===== config.mk =====
export PLATFORM = sky130hd
export DESIGN_NAME = issue_scheduler
export DESIGN_NICKNAME = d
export VERILOG_FILES = /design/src/rtl/issue_scheduler_pkg.sv /design/src/rtl/issue_scheduler_rr_picker.sv /design/src/rtl/issue_scheduler.sv
export SDC_FILE = /design/constraint.sdc
export NUM_CORES = 1
export LEC_CHECK = 0
export CAP_MARGIN = 20
export CORE_ASPECT_RATIO = 1.75
export CORE_MARGIN = 1.5
export CORE_UTILIZATION = 51
export DETAILED_ROUTE_END_ITERATION = 7
export PLACE_DENSITY = 0.86
export SLEW_MARGIN = 20
export SYNTH_ARGS = -nofsm -noshare
export SYNTH_HDL_FRONTEND = slang
export SYNTH_HIERARCHICAL = 1
export SYNTH_SLANG_ARGS = --single-unit
export TNS_END_PERCENT = 50

===== constraint.sdc =====
create_clock -name clock -period 8.6 [get_ports clock]
set_clock_uncertainty 0.05 [all_clocks]
set_input_delay 2.58 -clock clock [delete_from_list [all_inputs] [get_ports clock]]
set_output_delay 2.58 -clock clock [all_outputs]
set_load 0.05 [all_outputs]

===== src/rtl/issue_scheduler_pkg.sv =====
// rtl/issue_scheduler_pkg.sv - shared constants and FU class type for the issue scheduler
package issue_scheduler_pkg;

  localparam int RS_SIZE  = 16;
  localparam int MULT_LAT = 4;
  localparam int ALU_WB   = 1;

  typedef enum logic {
    FU_ALU  = 1'b0,
    FU_MULT = 1'b1
  } fu_class_e;

  // CDB slot offset after issue for a given functional unit class
  function automatic int wb_offset(input fu_class_e cls, input int alu_wb, input int mult_lat);
    return (cls == FU_MULT) ? mult_lat : alu_wb;
  endfunction

endpackage


===== src/rtl/issue_scheduler_rr_picker.sv =====
// rtl/issue_scheduler_rr_picker.sv - rotating-priority one-hot selector (request vector + pointer)
module issue_scheduler_rr_picker #(
  parameter int N = 16,
  parameter int W = $clog2(N)
) (
  input  logic [N-1:0] req_i,
  input  logic [W-1:0] ptr_i,
  output logic [N-1:0] grant_o,
  output logic         valid_o,
  output logic [W-1:0] idx_o
);

  logic [W-1:0] cand;

  // Scan ptr, ptr+1, ... and keep the first requester; N is a power of 2 so W-bit add wraps
  always_comb begin
    valid_o = 1'b0;
    idx_o   = '0;
    cand    = '0;
    for (int k = 0; k < N; k++) begin
      cand = ptr_i + W'(k);
      if (!valid_o && req_i[cand]) begin
        valid_o = 1'b1;
        idx_o   = cand;
      end
    end
  end

  // One-hot grant of the selected index
  always_comb begin
    grant_o = '0;
    if (valid_o) begin
      grant_o[idx_o] = 1'b1;
    end
  end

endmodule


===== src/rtl/issue_scheduler.sv =====
// rtl/issue_scheduler.sv - single-issue RS select with MULT occupancy and CDB slot reservation (optional ISSUE_SCHED_STATS_EN counters)
module issue_scheduler
  import issue_scheduler_pkg::*;
#(
  parameter int RS_SIZE  = issue_scheduler_pkg::RS_SIZE,
  parameter int RS_IDX_W = $clog2(RS_SIZE),
  parameter int MULT_LAT = issue_scheduler_pkg::MULT_LAT,
  parameter int ALU_WB   = issue_scheduler_pkg::ALU_WB,
  parameter int RESV_W   = MULT_LAT + 1
) (
  input  logic                clock,
  input  logic                reset,
  input  logic [RS_SIZE-1:0]  rs_ready,
  input  logic [RS_SIZE-1:0]  rs_is_mult,
  input  logic                ex_stall,
  input  logic                squash,
  output logic                issue_en,
  output logic [RS_IDX_W-1:0] issue_idx,
  output logic                issue_is_mult,
  output logic [RS_SIZE-1:0]  rs_clear,
`ifdef ISSUE_SCHED_STATS_EN
  output logic [31:0]         issue_count,
  output logic [31:0]         conflict_stall_count,
`endif
  output logic                mult_busy
);

  localparam int CNT_W = $clog2(MULT_LAT + 1);

  logic [RS_IDX_W-1:0] rr_ptr_q, rr_ptr_d;
  logic [CNT_W-1:0]    mult_cnt_q, mult_cnt_d;
  logic [RESV_W-1:0]   resv_q, resv_d;

  logic                alu_ok;
  logic                mult_ok;
  logic [RS_SIZE-1:0]  eligible;
  logic [RS_SIZE-1:0]  grant;
  logic                pick_valid;
  logic [RS_IDX_W-1:0] pick_idx;
  fu_class_e           issue_class;

  // ALU needs its writeback slot free; MULT needs an idle multiplier and its slot free
  assign alu_ok  = !resv_q[ALU_WB];
  assign mult_ok = (mult_cnt_q == '0) && !resv_q[MULT_LAT];

  // Per-entry eligibility: a blocked class masks only its own entries
  always_comb begin
    eligible = '0;
    for (int i = 0; i < RS_SIZE; i++) begin
      eligible[i] = rs_ready[i] && !squash && !ex_stall && (rs_is_mult[i] ? mult_ok : alu_ok);
    end
  end

  issue_scheduler_rr_picker #(
    .N (RS_SIZE),
    .W (RS_IDX_W)
  ) u_rr_picker (
    .req_i   (eligible),
    .ptr_i   (rr_ptr_q),
    .grant_o (grant),
    .valid_o (pick_valid),
    .idx_o   (pick_idx)
  );

  assign issue_class   = (pick_valid && rs_is_mult[pick_idx]) ? FU_MULT : FU_ALU;
  assign issue_en      = pick_valid;
  assign issue_idx     = pick_valid ? pick_idx : '0;
  assign issue_is_mult = pick_valid && (issue_class == FU_MULT);
  assign rs_clear      = grant;
  assign mult_busy     = (mult_cnt_q != '0);

  // Next state: reservations and multiplier count drain every cycle; squash flushes all
  always_comb begin
    resv_d     = resv_q >> 1;
    mult_cnt_d = (mult_cnt_q != '0) ? (mult_cnt_q - CNT_W'(1)) : '0;
    rr_ptr_d   = rr_ptr_q;
    if (squash) begin
      resv_d     = '0;
      mult_cnt_d = '0;
      rr_ptr_d   = '0;
    end else if (issue_en) begin
      resv_d   = resv_d | (RESV_W'(1) << (wb_offset(issue_class, ALU_WB, MULT_LAT) - 1));
      rr_ptr_d = issue_idx + RS_IDX_W'(1);
      if (issue_class == FU_MULT) begin
        mult_cnt_d = CNT_W'(MULT_LAT - 1);
      end
    end
  end

  // State registers with synchronous active-high reset
  always_ff @(posedge clock) begin
    if (reset) begin
      rr_ptr_q   <= '0;
      mult_cnt_q <= '0;
      resv_q     <= '0;
    end else begin
      rr_ptr_q   <= rr_ptr_d;
      mult_cnt_q <= mult_cnt_d;
      resv_q     <= resv_d;
    end
  end

`ifdef ISSUE_SCHED_STATS_EN
  logic [31:0] issue_count_q;
  logic [31:0] conflict_q;

  // Issue and resource-conflict counters; squash leaves them alone
  always_ff @(posedge clock) begin
    if (reset) begin
      issue_count_q <= '0;
      conflict_q    <= '0;
    end else begin
      if (issue_en) begin
        issue_count_q <= issue_count_q + 32'd1;
      end
      if ((|rs_ready) && !squash && !ex_stall && !issue_en) begin
        conflict_q <= conflict_q + 32'd1;
      end
    end
  end

  assign issue_count          = issue_count_q;
  assign conflict_stall_count = conflict_q;
`endif

endmodule


==> results of run 1 <==
==> cells by family after synthesis <==
group / count (synthesis) / synth area share (%)
compound gates: 112 / 20.6
fa+ha+maj: 10 / 3.22
buf+inv: 48 / 7.37
mux: 83 / 36.0
xor+xnor: 11 / 2.87
simple gates: 173 / 24.8
flops: 10 / 5.15
==> per-stage QoR <==
stage	hold WS [ns]	utilization, %	instances
floorplan	0.356	-	447
CTS	0.391	86.4	717
global placement	0.371	75.7	689
detailed placement	0.376	75.7	689
==> synthesized netlist by cell type, types with 7 or more instances <==
| master | number | area (um^2) |
|---|---|---|
| a21oi_1 | 15 | 75.1 |
| mux2i_1 | 27 | 270 |
| nand3_1 | 12 | 60.1 |
| and3_1 | 22 | 138 |
| ha_1 | 10 | 125 |
| and2_1 | 12 | 75.1 |
| mux2_2 | 15 | 169 |
| nand4_1 | 8 | 50.1 |
| mux4_2 | 24 | 541 |
| clkbuf_1 | 8 | 30.0 |
| inv_1 | 16 | 60.1 |
| nor2_1 | 29 | 109 |
| nand2_1 | 38 | 143 |
| dfxtp_1 | 10 | 200 |
| nor3_1 | 16 | 80.1 |
| buf_6 | 8 | 90.1 |
| mux4_1 | 14 | 368 |
| a211oi_1 | 7 | 52.6 |
| o21ai_0 | 27 | 135 |
==> metal layers <==
metal	global-route usage (%)	GRT overflow
met2	91.7	37
met4	77.1	36
met5	6.62	0
met3	54.4	2
met1	80.8	0
==> repair_timing <==
item,in CTS
setup endpoints to repair,22
cloned,1
pin swaps,55
gates resized for setup,215
setup buffers,25
==> out/qor.csv, run 1 <==
stage,metric,value,unit
cts,cts_hold_buf,0,
yosys,synthCells,447,
timing,worst-ep-kind,top-level output,
placement,pre_cts_slack,-1.08,ns
timing,postGrtWorstEndpoint,issue_is_mult,
grt,grt_max_degree,41,
placement,gp_congestion,1.06,
placement,place_area,0.00565,mm^2
yosys,ys_seq_elements,10,
grt,grt_overflow_total,75,
yosys,yosysSeqAreaShare,5.15,%
placement,numPortBuffers,58,
grt,grt_util_all_layers,76.5,%
cts,h-tree-depth,1,
placement,hpwl,13400,um
cts,clockBufferDepth,2,
floorplanning,start_util,52.1,%
cts,cts_sinks,10,
floorplanning,num_rows,42,
yosys,syn_nets,493,
floorplanning,die_h,118,um
yosys,syn_avg_cell_area,8.69,um^2
yosys,synth_cell_types,89,
yosys,yosysWarnings,6,
cts,cts_buffers,3,
yosys,synth_area,0.00389,mm^2
floorplanning,die_w,69.0,um
floorplanning,ios,59,
yosys,synthArstFlopShare,0,%
status,lastStage,5_1_grt,
yosys,synth-main-ff-cell,dfxtp_1,
yosys,synth-edff-count,0,
cts,cts_root_buffer,clkbuf_16,
status,status,aborted with a tool error,
status,error,[ERROR GRT-0232] Routing congestion too high. Check the congestion heatmap in the GUI.,
==> run 2: changes to the inputs <==
Settings changed: CORE_ASPECT_RATIO 1.75 to default, CORE_UTILIZATION 51 to 40, PLACE_DENSITY 0.86 to default, PLACE_DENSITY_LB_ADDON from default to 0.15.
Clock period 8.6 ns to 11.2 ns, I/O delays scaled along.
==> run 2 against run 1 <==
  * The run now ends clean
  * Synthesized cell count is the same
  * Synthesized area is the same
==> out/qor.csv, run 2 <==
stage,metric,value,unit
route,drc,0,
timing,rsz0062_at_grt,no,
cts,cts_hold_buf,0,
yosys,synth_mux_area_share,36.0,%
yosys,synth_area_leaders,"mux4_2 (14%), mux4_1 (9.5%), mux2i_1 (7.0%), dfxtp_1 (5.2%), mux2_2 (4.3%)",
floorplanning,die_area,0.0103,mm^2
cts,insertion_delay,0.23,ns
yosys,netlist.top_cell.by_area,mux4_2,
placement,hpwl,11200,um
yosys,synth_common_cells,"nand2_1 (38), nor2_1 (29), mux2i_1 (27), o21ai_0 (27), mux4_2 (24)",
yosys,synth_cell_types,89,
floorplanning,num_rows,35,
yosys,synth-edff-count,0,
floorplanning,die_w,102,um
cts,clockBufferDepth,2,
yosys,yosysMostFrequentCell,nand2_1,
grt,grt_overflow_total,0,
grt,grt_pass1_wl,22200,um
critical_path,start_kind,input pin,
critical_path,critPathCaptureType,primary output,
route,route.detailed.wl_per_inst,20.3,um
timing,finalCriticalPeriod,11.09,ns
timing,fmax,90.2,MHz
yosys,synth_top_family_by_area,multiplexers,
yosys,synth_area,0.00389,mm^2
route,wl,14300,um
yosys,synthAdderAreaFrac,3.22,%
cts,h-tree-depth,1,
route,viasPerCell,6.22,
timing,drv_slew,0,
layout,top_regs,"rr_ptr_q x4, mult_cnt_q x3, resv_q x3",
layout,nFillCells,821,
flow_run,max_cap_viol_count,0,
yosys,netlist.area_leader.share,13.9,%
floorplanning,fp.coreArea,0.00933,mm^2
route,antenna_left,0,
layout,layout_common_cells,"buf_4 (100), nand2_1 (38), clkdlybuf4s50_1 (34), mux4_2 (26), nor2_1 (26)",
grt,antenna_found_initial,0,
yosys,synth_xor_area_share,2.87,%
critical_path,critical_path_arrival,7.68,ns
critical_path,path_class,input pin to primary output,
hold_path,hold_class,register to register,
placement,gp_congestion,0.932,
floorplanning,start_util,41.7,%
cts,cts_tree,built,
cts,cts_buffers,3,
cts,path_clk_slew,0.04,ns
yosys,yosysWarnings,6,
route,drt_iter0_drc,355,
layout,drive_above_1_share,39.1,%
floorplanning,ios,59,
layout,area_growth,43.4,%
layout,top_register,rr_ptr_q,
layout,largest_register_ffs,4,
layout,fin_nets,623,
grt,grt_max_degree,42,
route,drtPass1Iterations,5,
timing,max_slew_margin,29.1,%
timing,finalHoldViolations,0,
critical_path,path_max_fanout,5,
grt,grt_util_all_layers,27.6,%
yosys,synthCells,447,
cts,cts_sinks,10,
yosys,synth_compound_area_share,20.6,%
status,status,finished clean,
timing,worst-slew-pin-transition,1.06,ns
timing,fin_crit_sh,99.0,%
timing,setup_viol,0,
critical_path,worstPathRequired,7.79,ns
yosys,yosysSeqAreaShare,5.15,%
layout,final_common_cell,buf_4,
yosys,syn_nets,493,
yosys,ys_seq_elements,10,
layout,antenna_cells,0,
grt,grt_pass1_vias,4156,
timing,setup_tns,0,ns
route,vias,4377,
yosys,syn_avg_cell_area,8.69,um^2
floorplanning,die_h,102,um
yosys,synth-main-ff-cell,dfxtp_1,
yosys,synthArstFlopShare,0,%
placement,numPortBuffers,58,
yosys,yosys.area_share.simple,24.8,%
cts,cts_root_buffer,clkbuf_8,
## run 2: cell counts after synthesis
Identical to the previous run, type by type.
## run 2: worst max-delay path: stages
cell and delay [ns]:
clkdlybuf4s50_1 0.52, o21ai_0 0.15, and3_4 0.24, buf_4 0.14, mux4_2 0.48, mux2_4 0.34, mux2i_4 0.21, buf_4 0.18
nand4b_1 0.19, buf_4 0.20, nand4_1 0.09, a31oi_1 0.11, a2bb2oi_2 0.21, buf_12 0.14, mux4_2 0.48, nand2b_1 0.17
a32oi_2 0.26, nor2_2 0.08, buf_12 0.15
## run 2: routing by layer
metal | up-vias | GRT usage (%) | part of all wire (%)
met4 | 0 | 6.84 | 1.9
met1 | 2121 | 38.0 | 43
met3 | 17 | 2.35 | 6.6
met5 | - | 0 | 0
li1 | 2035 | - | -
met2 | 204 | 46.6 | 48
## run 2: logic make-up (layout without fill, tap and decap cells)
kind of cell             count (synthesis)  after routing
adder cells (fa/ha/maj)                 10             10
multiplexers                            83             83
AO/OA/AOI/OAI                          112            112
XOR/XNOR                                11             11
flip-flops                              10             10
buffers and inverters                   48            176
AND/OR/NAND/NOR                        173            173
## run 2: area by class of cell
cell class / instances / area, um^2 / share of cell area [%]
Timing Repair Buffer: 155 / 1500 / 26.9
Sequential cell: 10 / 201 / 3.61
Multi-Input combinational cell: 389 / 3600 / 64.6
Clock buffer: 3 / 41.3 / 0.741
Tap cell: 129 / 161 / 2.90
Inverter: 18 / 72.6 / 1.30
## run 2: what timing repair did
item / CTS / global route
endpoints found under the setup margin: 1 / 7
pin swaps: 0 / 9
setup buffers: 0 / 2
endpoints found under the hold margin: 0 / 0
resized for setup: 4 / 64
## run 2: per-stage QoR
step	setup slack (ns)	cell area, um^2	instances	util [%]	hold WS [ns]
6_report	0.109	5570	704	59.7	0.379
5_1_grt	0.000194	5570	704	59.7	0.400
4_1_cts	0.00809	5360	702	57.5	0.379
3_5_place_dp	-0.167	5310	699	56.9	0.368
3_3_place_gp	-0.166	5310	699	56.9	0.362
2_1_floorplan	0.164	3890	447	-	0.356
## run 2: path summary, 6_finish.rpt
path / start / endpoint / slack (ns) / cells past startpoint
worst max-delay path: rs_is_mult[14] / issue_is_mult / 0.11 / 19
worst min-delay path: resv_q[2] / resv_q[1] / 0.38 / 1
worst max register to register: rr_ptr_q[0] / mult_cnt_q[2] / 5.68 / 18
worst min register to register: resv_q[2] / resv_q[1] / 0.38 / 1
Power of run 2 is left out: the tool's default activity adds up to more than one toggle a clock period on the data nets, which glitch-free logic cannot reach.
==> run 3: changes to the inputs <==
Settings changed: SKIP_LAST_GASP from default to 1.
==> results of run 3 <==
Same layout as run 2: the final DEF is identical, and so are final timing and power.
Power of run 3 is left out for the same reason.
